[src/rtl/control_unit_pkg.sv]
// Shared ISA constants, control encodings and FSM state type for the 16-bit multicycle core.
// Pure declarations; no latency or flow-control behaviour of its own.
package cpu_pkg;

  localparam int DATA_W = 16;
  localparam int RA_W   = 4;
  localparam logic [15:0] NOP_INSTR = 16'h7000;

  localparam logic [3:0] OP_ADD  = 4'h0;
  localparam logic [3:0] OP_SUB  = 4'h1;
  localparam logic [3:0] OP_AND  = 4'h2;
  localparam logic [3:0] OP_OR   = 4'h3;
  localparam logic [3:0] OP_LW   = 4'h4;
  localparam logic [3:0] OP_SW   = 4'h5;
  localparam logic [3:0] OP_BEQ  = 4'h6;
  localparam logic [3:0] OP_NOP  = 4'h7;
  localparam logic [3:0] OP_HALT = 4'hF;

  localparam logic [1:0] ALUOP_ADD   = 2'b00;
  localparam logic [1:0] ALUOP_SUB   = 2'b01;
  localparam logic [1:0] ALUOP_FUNCT = 2'b10;

  localparam logic [1:0] SRCB_REG    = 2'b00;
  localparam logic [1:0] SRCB_CONST2 = 2'b01;
  localparam logic [1:0] SRCB_OFFSET = 2'b10;

  typedef enum logic [3:0] {
    ST_FETCH,
    ST_DECODE,
    ST_EXEC_R,
    ST_WB_R,
    ST_ADDR,
    ST_MEM_RD,
    ST_WB_LW,
    ST_MEM_WR,
    ST_BRANCH,
    ST_HALT
  } ctrl_state_t;

  typedef struct packed {
    logic       reg_dst_write;
    logic       reg_write;
    logic       mem_to_reg;
    logic       mem_read;
    logic       mem_write;
    logic       iord;
    logic       ir_write;
    logic       pc_write;
    logic       pc_write_cond;
    logic [1:0] alu_src_b;
    logic [1:0] alu_op;
    logic       halted;
    logic       illegal;
  } ctrl_t;

endpackage

[src/rtl/control_unit_if.sv]
// Bundle between the control unit and the datapath/memory: IR source, memory handshake, addresses, strobes.
// Master = control unit; slave = datapath side that consumes controls and supplies mem data/ready.
interface control_unit_if #(
  parameter int DATA_W = 16,
  parameter int RA_W   = 4
);
  logic [DATA_W-1:0] mem_rdata;
  logic              mem_ready;
  logic              zero;

  logic [RA_W-1:0]   A_ReadReg1RT;
  logic [RA_W-1:0]   A_ReadReg2RT;
  logic [RA_W-1:0]   A_Offset;
  logic [RA_W-1:0]   A_RegSWLW;
  logic [RA_W-1:0]   A_WriteRegRT_BT;

  logic              C_RegDstWrite;
  logic              C_RegWrite;
  logic              C_MemToReg;
  logic              C_MemRead;
  logic              C_MemWrite;
  logic              C_IorD;
  logic              C_IRWrite;
  logic              C_PCWrite;
  logic              C_PCWriteCond;
  logic [1:0]        C_ALUSrcB;
  logic [1:0]        C_ALUOp;
  logic              halted;
  logic              illegal;

  modport master (
    input  mem_rdata, mem_ready, zero,
    output A_ReadReg1RT, A_ReadReg2RT, A_Offset, A_RegSWLW, A_WriteRegRT_BT,
    output C_RegDstWrite, C_RegWrite, C_MemToReg, C_MemRead, C_MemWrite, C_IorD,
    output C_IRWrite, C_PCWrite, C_PCWriteCond, C_ALUSrcB, C_ALUOp, halted, illegal
  );

  modport slave (
    output mem_rdata, mem_ready, zero,
    input  A_ReadReg1RT, A_ReadReg2RT, A_Offset, A_RegSWLW, A_WriteRegRT_BT,
    input  C_RegDstWrite, C_RegWrite, C_MemToReg, C_MemRead, C_MemWrite, C_IorD,
    input  C_IRWrite, C_PCWrite, C_PCWriteCond, C_ALUSrcB, C_ALUOp, halted, illegal
  );
endinterface

[src/rtl/control_unit_instr_field_decode.sv]
// Combinational IR -> register-file address fields and opcode class flags; zero latency, no flow control.
module instr_field_decode
  import cpu_pkg::*;
#(
  parameter int DATA_W = 16,
  parameter int RA_W   = 4
) (
  input  logic [DATA_W-1:0] ir,
  output logic [RA_W-1:0]   read_reg1,
  output logic [RA_W-1:0]   read_reg2,
  output logic [RA_W-1:0]   offset,
  output logic [RA_W-1:0]   reg_swlw,
  output logic [RA_W-1:0]   write_reg,
  output logic              is_rtype,
  output logic              is_lw,
  output logic              is_sw,
  output logic              is_beq,
  output logic              is_halt,
  output logic              is_illegal
);

  logic [3:0] op;
  assign op = ir[DATA_W-1 -: 4];

  always_comb begin
    is_rtype   = 1'b0;
    is_lw      = 1'b0;
    is_sw      = 1'b0;
    is_beq     = 1'b0;
    is_halt    = 1'b0;
    is_illegal = 1'b0;
    case (op)
      OP_ADD, OP_SUB, OP_AND, OP_OR: is_rtype = 1'b1;
      OP_LW:   is_lw   = 1'b1;
      OP_SW:   is_sw   = 1'b1;
      OP_BEQ:  is_beq  = 1'b1;
      OP_NOP:  ;
      OP_HALT: is_halt = 1'b1;
      default: is_illegal = 1'b1;
    endcase
  end

  // BEQ places its two source registers one field higher than R-type/LW/SW
  assign read_reg1 = is_beq ? ir[2*RA_W +: RA_W] : ir[RA_W +: RA_W];
  assign read_reg2 = is_beq ? ir[RA_W +: RA_W]   : ir[0 +: RA_W];
  assign offset    = ir[0 +: RA_W];
  assign reg_swlw  = ir[2*RA_W +: RA_W];
  assign write_reg = ir[2*RA_W +: RA_W];

endmodule

[src/rtl/control_unit.sv]
// Multicycle control FSM + IR: FETCH->DECODE->... 2..5 cycles per instruction plus memory wait cycles.
// Stalls in FETCH/MEM_RD/MEM_WR until mem_ready, holding strobes and suppressing register/PC writes.
module control_unit #(
  parameter int DATA_W = cpu_pkg::DATA_W,
  parameter int RA_W   = cpu_pkg::RA_W,
  parameter logic [DATA_W-1:0] NOP_INSTR = cpu_pkg::NOP_INSTR
) (
  input  logic clk,
  input  logic rst,
  control_unit_if.master bus
);
  import cpu_pkg::*;

  ctrl_state_t       state, state_nxt;
  logic [DATA_W-1:0] ir;
  ctrl_t             ctrl, ctrl_out;

  logic is_rtype, is_lw, is_sw, is_beq, is_halt, is_illegal;

  instr_field_decode #(
    .DATA_W (DATA_W),
    .RA_W   (RA_W)
  ) u_decode (
    .ir         (ir),
    .read_reg1  (bus.A_ReadReg1RT),
    .read_reg2  (bus.A_ReadReg2RT),
    .offset     (bus.A_Offset),
    .reg_swlw   (bus.A_RegSWLW),
    .write_reg  (bus.A_WriteRegRT_BT),
    .is_rtype   (is_rtype),
    .is_lw      (is_lw),
    .is_sw      (is_sw),
    .is_beq     (is_beq),
    .is_halt    (is_halt),
    .is_illegal (is_illegal)
  );

  always_ff @(posedge clk) begin
    if (rst) begin
      state <= ST_FETCH;
      ir    <= NOP_INSTR;
    end else begin
      state <= state_nxt;
      if (ctrl.ir_write) ir <= bus.mem_rdata;
    end
  end

  always_comb begin
    ctrl      = '0;
    state_nxt = state;
    case (state)
      ST_FETCH: begin
        ctrl.mem_read  = 1'b1;
        ctrl.alu_src_b = SRCB_CONST2;
        ctrl.alu_op    = ALUOP_ADD;
        if (bus.mem_ready) begin
          ctrl.ir_write = 1'b1;
          ctrl.pc_write = 1'b1;
          state_nxt     = ST_DECODE;
        end
      end
      ST_DECODE: begin
        ctrl.alu_src_b = SRCB_OFFSET;
        if (is_rtype)            state_nxt = ST_EXEC_R;
        else if (is_lw || is_sw) state_nxt = ST_ADDR;
        else if (is_beq)         state_nxt = ST_BRANCH;
        else if (is_halt)        state_nxt = ST_HALT;
        else begin
          ctrl.illegal = is_illegal;
          state_nxt    = ST_FETCH;
        end
      end
      ST_EXEC_R: begin
        ctrl.alu_op    = ALUOP_FUNCT;
        ctrl.alu_src_b = SRCB_REG;
        state_nxt      = ST_WB_R;
      end
      ST_WB_R: begin
        ctrl.reg_write     = 1'b1;
        ctrl.reg_dst_write = 1'b1;
        state_nxt          = ST_FETCH;
      end
      ST_ADDR: begin
        ctrl.alu_src_b = SRCB_OFFSET;
        ctrl.alu_op    = ALUOP_ADD;
        state_nxt      = is_lw ? ST_MEM_RD : ST_MEM_WR;
      end
      ST_MEM_RD: begin
        ctrl.mem_read = 1'b1;
        ctrl.iord     = 1'b1;
        if (bus.mem_ready) state_nxt = ST_WB_LW;
      end
      ST_WB_LW: begin
        ctrl.reg_write  = 1'b1;
        ctrl.mem_to_reg = 1'b1;
        state_nxt       = ST_FETCH;
      end
      ST_MEM_WR: begin
        ctrl.mem_write = 1'b1;
        ctrl.iord      = 1'b1;
        if (bus.mem_ready) state_nxt = ST_FETCH;
      end
      ST_BRANCH: begin
        // zero-flag gating of the PC write happens in the datapath
        ctrl.alu_op        = ALUOP_SUB;
        ctrl.alu_src_b     = SRCB_REG;
        ctrl.pc_write_cond = 1'b1;
        state_nxt          = ST_FETCH;
      end
      ST_HALT: begin
        ctrl.halted = 1'b1;
      end
      default: state_nxt = ST_FETCH;
    endcase
  end

  // Reset forces every control quiet even in the cycle before state has been cleared
  assign ctrl_out = rst ? '0 : ctrl;

  assign bus.C_RegDstWrite = ctrl_out.reg_dst_write;
  assign bus.C_RegWrite    = ctrl_out.reg_write;
  assign bus.C_MemToReg    = ctrl_out.mem_to_reg;
  assign bus.C_MemRead     = ctrl_out.mem_read;
  assign bus.C_MemWrite    = ctrl_out.mem_write;
  assign bus.C_IorD        = ctrl_out.iord;
  assign bus.C_IRWrite     = ctrl_out.ir_write;
  assign bus.C_PCWrite     = ctrl_out.pc_write;
  assign bus.C_PCWriteCond = ctrl_out.pc_write_cond;
  assign bus.C_ALUSrcB     = ctrl_out.alu_src_b;
  assign bus.C_ALUOp       = ctrl_out.alu_op;
  assign bus.halted        = ctrl_out.halted;
  assign bus.illegal       = ctrl_out.illegal;

endmodule

[src/flat_wrapper.sv]
// flat-port wrapper written by rule: the top's interface ports become plain ports
module control_unit_flat import cpu_pkg::*;
#(
  parameter int DATA_W = cpu_pkg::DATA_W,
  parameter int RA_W   = cpu_pkg::RA_W,
  parameter logic [DATA_W-1:0] NOP_INSTR = cpu_pkg::NOP_INSTR
)
  (clk, rst, bus_mem_rdata, bus_mem_ready, bus_zero, bus_A_ReadReg1RT, bus_A_ReadReg2RT, bus_A_Offset, bus_A_RegSWLW, bus_A_WriteRegRT_BT, bus_C_RegDstWrite, bus_C_RegWrite, bus_C_MemToReg, bus_C_MemRead, bus_C_MemWrite, bus_C_IorD, bus_C_IRWrite, bus_C_PCWrite, bus_C_PCWriteCond, bus_C_ALUSrcB, bus_C_ALUOp, bus_halted, bus_illegal);
  control_unit_if #(.DATA_W(DATA_W), .RA_W(RA_W)) bus_i ();
  input  logic clk;
  input  logic rst;
  input wire logic [$bits(bus_i.mem_rdata)-1:0] bus_mem_rdata;
  input wire logic [$bits(bus_i.mem_ready)-1:0] bus_mem_ready;
  input wire logic [$bits(bus_i.zero)-1:0] bus_zero;
  output wire logic [$bits(bus_i.A_ReadReg1RT)-1:0] bus_A_ReadReg1RT;
  output wire logic [$bits(bus_i.A_ReadReg2RT)-1:0] bus_A_ReadReg2RT;
  output wire logic [$bits(bus_i.A_Offset)-1:0] bus_A_Offset;
  output wire logic [$bits(bus_i.A_RegSWLW)-1:0] bus_A_RegSWLW;
  output wire logic [$bits(bus_i.A_WriteRegRT_BT)-1:0] bus_A_WriteRegRT_BT;
  output wire logic [$bits(bus_i.C_RegDstWrite)-1:0] bus_C_RegDstWrite;
  output wire logic [$bits(bus_i.C_RegWrite)-1:0] bus_C_RegWrite;
  output wire logic [$bits(bus_i.C_MemToReg)-1:0] bus_C_MemToReg;
  output wire logic [$bits(bus_i.C_MemRead)-1:0] bus_C_MemRead;
  output wire logic [$bits(bus_i.C_MemWrite)-1:0] bus_C_MemWrite;
  output wire logic [$bits(bus_i.C_IorD)-1:0] bus_C_IorD;
  output wire logic [$bits(bus_i.C_IRWrite)-1:0] bus_C_IRWrite;
  output wire logic [$bits(bus_i.C_PCWrite)-1:0] bus_C_PCWrite;
  output wire logic [$bits(bus_i.C_PCWriteCond)-1:0] bus_C_PCWriteCond;
  output wire logic [$bits(bus_i.C_ALUSrcB)-1:0] bus_C_ALUSrcB;
  output wire logic [$bits(bus_i.C_ALUOp)-1:0] bus_C_ALUOp;
  output wire logic [$bits(bus_i.halted)-1:0] bus_halted;
  output wire logic [$bits(bus_i.illegal)-1:0] bus_illegal;
  assign bus_i.mem_rdata = bus_mem_rdata;
  assign bus_i.mem_ready = bus_mem_ready;
  assign bus_i.zero = bus_zero;
  assign bus_A_ReadReg1RT = bus_i.A_ReadReg1RT;
  assign bus_A_ReadReg2RT = bus_i.A_ReadReg2RT;
  assign bus_A_Offset = bus_i.A_Offset;
  assign bus_A_RegSWLW = bus_i.A_RegSWLW;
  assign bus_A_WriteRegRT_BT = bus_i.A_WriteRegRT_BT;
  assign bus_C_RegDstWrite = bus_i.C_RegDstWrite;
  assign bus_C_RegWrite = bus_i.C_RegWrite;
  assign bus_C_MemToReg = bus_i.C_MemToReg;
  assign bus_C_MemRead = bus_i.C_MemRead;
  assign bus_C_MemWrite = bus_i.C_MemWrite;
  assign bus_C_IorD = bus_i.C_IorD;
  assign bus_C_IRWrite = bus_i.C_IRWrite;
  assign bus_C_PCWrite = bus_i.C_PCWrite;
  assign bus_C_PCWriteCond = bus_i.C_PCWriteCond;
  assign bus_C_ALUSrcB = bus_i.C_ALUSrcB;
  assign bus_C_ALUOp = bus_i.C_ALUOp;
  assign bus_halted = bus_i.halted;
  assign bus_illegal = bus_i.illegal;
  control_unit #(.DATA_W(DATA_W), .RA_W(RA_W), .NOP_INSTR(NOP_INSTR)) u_core (.clk(clk), .rst(rst), .bus(bus_i));
endmodule
[config.mk]
export PLATFORM = sky130hd
export DESIGN_NAME = control_unit_flat
export DESIGN_NICKNAME = d
export VERILOG_FILES = /design/src/rtl/control_unit_pkg.sv /design/src/rtl/control_unit_if.sv /design/src/rtl/control_unit_instr_field_decode.sv /design/src/rtl/control_unit.sv /design/src/flat_wrapper.sv
export SDC_FILE = /design/constraint.sdc
export NUM_CORES = 1
export LEC_CHECK = 0
export BUFFER_PORTS_ARGS = -buffer_cell sky130_fd_sc_hd__clkbuf_2
export CORE_MARGIN = 2
export CORE_UTILIZATION = 45
export CTS_CLUSTER_SIZE = 40
export DETAILED_ROUTE_END_ITERATION = 12
export GPL_ROUTABILITY_DRIVEN = 0
export PLACE_DENSITY = 0.83
export SYNTH_ARGS = -nofsm -noshare
export SYNTH_HDL_FRONTEND = slang
export SYNTH_SLANG_ARGS = --single-unit
[constraint.sdc]
create_clock -name clk -period 2.8 [get_ports clk]
set_clock_uncertainty 0.2 [all_clocks]
set_input_delay 0.42 -clock clk [delete_from_list [all_inputs] [get_ports clk]]
set_output_delay 0.42 -clock clk [all_outputs]
set_load 0.005 [all_outputs]
==> impl_metrics.env <==
export IMPL_status="finished clean"
export IMPL_rsz0062_at_grt="no"
export IMPL_timing_rr_start="u_core.state[0]"
export IMPL_avgRoutedWirePerCell_um=11.93
export IMPL_row_count=18
export IMPL_worstSetupStartpointType="flop"
export IMPL_numCtsBuffers=3
export IMPL_synthMuxAreaShare_pct=7.377
export IMPL_max_cap_violations=0
export IMPL_required_ns=2.18
export IMPL_synth_compound_area_share_pct=14.65
export IMPL_ant_nets=0
export IMPL_timing_hold_ws_ns=0.1227
export IMPL_syn_avg_cell_area_um2=7.538
export IMPL_drive_gt1_share_pct=36.22
export IMPL_syn_area_um2=1221
export IMPL_fillers=256
export IMPL_grt_pass1_wl_mm=4.340
export IMPL_crit_chain="nand2_1, nor3_2, mux2_2, clkbuf_2"
export IMPL_overflow=0
export IMPL_critPathBufInv=1
export IMPL_final_hold_violation_count=0
export IMPL_area_growth_synth_to_final_pct=16.29
export IMPL_fmax_mhz=401.5
export IMPL_worst_pin_slew_ns=0.6433
export IMPL_synth_edf_count=0
export IMPL_worstPathArrival_ns=1.87
export IMPL_ctsResizeCount=0
export IMPL_wirelength_mm=2.696
export IMPL_fin_crit_sh_pct=88.94
export IMPL_synth_top_family_by_area="simple AND/OR/NAND/NOR gates"
export IMPL_ys_seq_area_share_pct=32.79
export IMPL_post_route_util_pct=56.30
export IMPL_hpwl_mm=2.031
export IMPL_hold_depth=3
export IMPL_relSlewSlack_pct=56.88
export IMPL_viasPerCell=5.217
export IMPL_grt_start_max_net_pins=19
export IMPL_n_antenna_cell=0
export IMPL_cts_tree="yes"
export IMPL_synth_simple_gate_area_share_pct=30.74
export IMPL_portBuffers=53
export IMPL_reg2regPathDepth=4
export IMPL_htreeDepth=1
export IMPL_die_area_um2=3147
export IMPL_async_flop_share_pct=0
export IMPL_hold_end="u_core.ir[12]"
export IMPL_seq_area_um2=400.4
export IMPL_drc=0
export IMPL_synth_distinct_cells=35
export IMPL_postPlaceCellArea_um2=1384
export IMPL_antenna_found_initial=0
export IMPL_grt_usage_pct=16.97
export IMPL_start_util_pct=48.41
export IMPL_cts_clk_slew_worst_paths_ns=0.10
export IMPL_synth_flop_cell="dfxtp_1"
export IMPL_synth_nets=182
export IMPL_final_area_um2=1420
export IMPL_synth_xor_area_share_pct=1.434
export IMPL_cts_root_buffer="clkbuf_4"
export IMPL_ios=55
export IMPL_multiInputGateArea_um2=661.9
export IMPL_ir_drop_mv=0.4472
export IMPL_cp_top_family="simple AND/OR/NAND/NOR gates"
export IMPL_min_delay_start="bus_mem_rdata[12]"
export IMPL_tns_ns=0
export IMPL_powerDensity_nw_per_um2=538.9
export IMPL_setup_violations_final=0
export IMPL_cts_setup_buffers=0
export IMPL_cp_end_kind="primary output"
export IMPL_insertion_delay_ns=0.30
export IMPL_r2r_end="u_core.state[2]"
export IMPL_finalCriticalPeriod_ns=2.490
export IMPL_hold_class="in -> reg"
export IMPL_vias=1179
export IMPL_cpMaxStageDelayCell="nor3_2"
export IMPL_hold_buffers=0
export IMPL_first_pass_iters=4
export IMPL_critPathMaxFanout=8
export IMPL_maxSlewViolCount=0
export IMPL_ys_ff_latch=20
export IMPL_die_h_um=56.10
export IMPL_nNetsFinal=217
export IMPL_dr_first_iter_drc_count=38
export IMPL_cpPeakStageDelay_ns=0.51
export IMPL_synthAdderAreaFrac_pct=0
export IMPL_p_leak_nw=0.6613
export IMPL_post_place_ws_ns=0.6595
export IMPL_grt_pass1_vias=968
export IMPL_cts_sinks=20
export IMPL_fp_dieW_um=56.10
export IMPL_regToRegSetupSlack_ns=0.79
export IMPL_fin_ws_ns=0.3096
export IMPL_core_um2=2522
export IMPL_yosysWarnings=0
export IMPL_clock_path_buffers=2
export IMPL_crit_type="reg -> out"
export IMPL_synthCells=162
-- logic make-up after synthesis --
group | count (synthesis)
AND/OR/NAND/NOR | 76
AO/OA/AOI/OAI | 29
buffers and inverters | 27
flip-flops | 20
multiplexers | 8
XOR/XNOR | 2
-- cells in the mapped netlist, types with 2 or more instances --
cell | n | area [um2]
nor4_1 | 2 | 12.51
nand2b_1 | 4 | 25.02
nor4b_1 | 3 | 26.28
nor3_1 | 7 | 35.03
nand3b_1 | 3 | 22.52
clkbuf_1 | 9 | 33.78
nor2_1 | 8 | 30.03
o22ai_1 | 5 | 31.28
o21ai_0 | 2 | 10.01
nand2_1 | 37 | 138.9
dfxtp_1 | 20 | 400.4
buf_4 | 13 | 97.59
inv_1 | 3 | 11.26
a21oi_1 | 16 | 80.08
mux2_2 | 8 | 90.09
nand3_1 | 3 | 15.01
-- cell usage in the layout (no fill, tap or decap), types with 2 or more instances in the layout --
| master | n |
|---|---|
| clkbuf_2 | 53 |
| inv_1 | 3 |
| o21ai_0 | 2 |
| nor4_1 | 2 |
| nand3_1 | 3 |
| nand2b_1 | 4 |
| nand2_1 | 37 |
| o22ai_1 | 5 |
| nor2_1 | 8 |
| nor3_1 | 7 |
| nor4b_1 | 3 |
| nand3b_1 | 3 |
| clkbuf_4 | 3 |
| a21oi_1 | 16 |
| mux2_2 | 8 |
| dfxtp_1 | 20 |
-- per-layer routing --
layer / track usage [%] / wire, um
met1: 21.70 / 1205
met2: 27.73 / 1326
met5: 0 / 0
met3: 5.349 / 143
met4: 4.082 / 21
-- how the worst max path moves through the flow --
stage / startpoint / to / cells after the start
global placement: u_core.state[0] / bus_illegal / 3
CTS: u_core.ir[14] / bus_A_ReadReg2RT[1] / 4
detailed placement: u_core.ir[14] / bus_A_ReadReg1RT[1] / 4
floorplan: u_core.state[2] / bus_C_PCWrite / 5
finish: u_core.ir[14] / bus_A_ReadReg2RT[3] / 4
global route: u_core.ir[14] / bus_A_ReadReg2RT[3] / 4
-- cell type report --
type | count | area share, %
multi-input cells | 115 | 46.61
flip-flops and latches | 20 | 28.19
repair buffers | 54 | 19.21
well taps | 30 | 2.643
clock buffers | 4 | 2.555
inverters | 3 | 0.7930
-- worst register-to-register path, stage by stage, from the launching register on --
cell	delay, ns
dfxtp_1	0.54
or4b_4	0.55
nor4b_1	0.36
o22ai_1	0.16
a21oi_1	0.15
-- state kept, by name, summed over array words and instances (netlist names) --
| signal | flops |
|---|---|
| u_core.ir | 16 |
| u_core.state | 4 |
-- stage by stage --
stage               total power, W  cells
detailed placement       0.0006072    222
global route             0.0008222    226
finish                   0.0007654    226
floorplan                0.0005513    162
global placement         0.0006021    222
CTS                      0.0007730    226
-- where the power goes --
group | switching [W] | internal [W]
clock network | 0.0000863 | 0.0000793
registers | 0.0000424 | 0.000316
logic | 0.000126 | 0.000115
total | 0.000254 | 0.000511
Power figures use the tool's default switching activity.
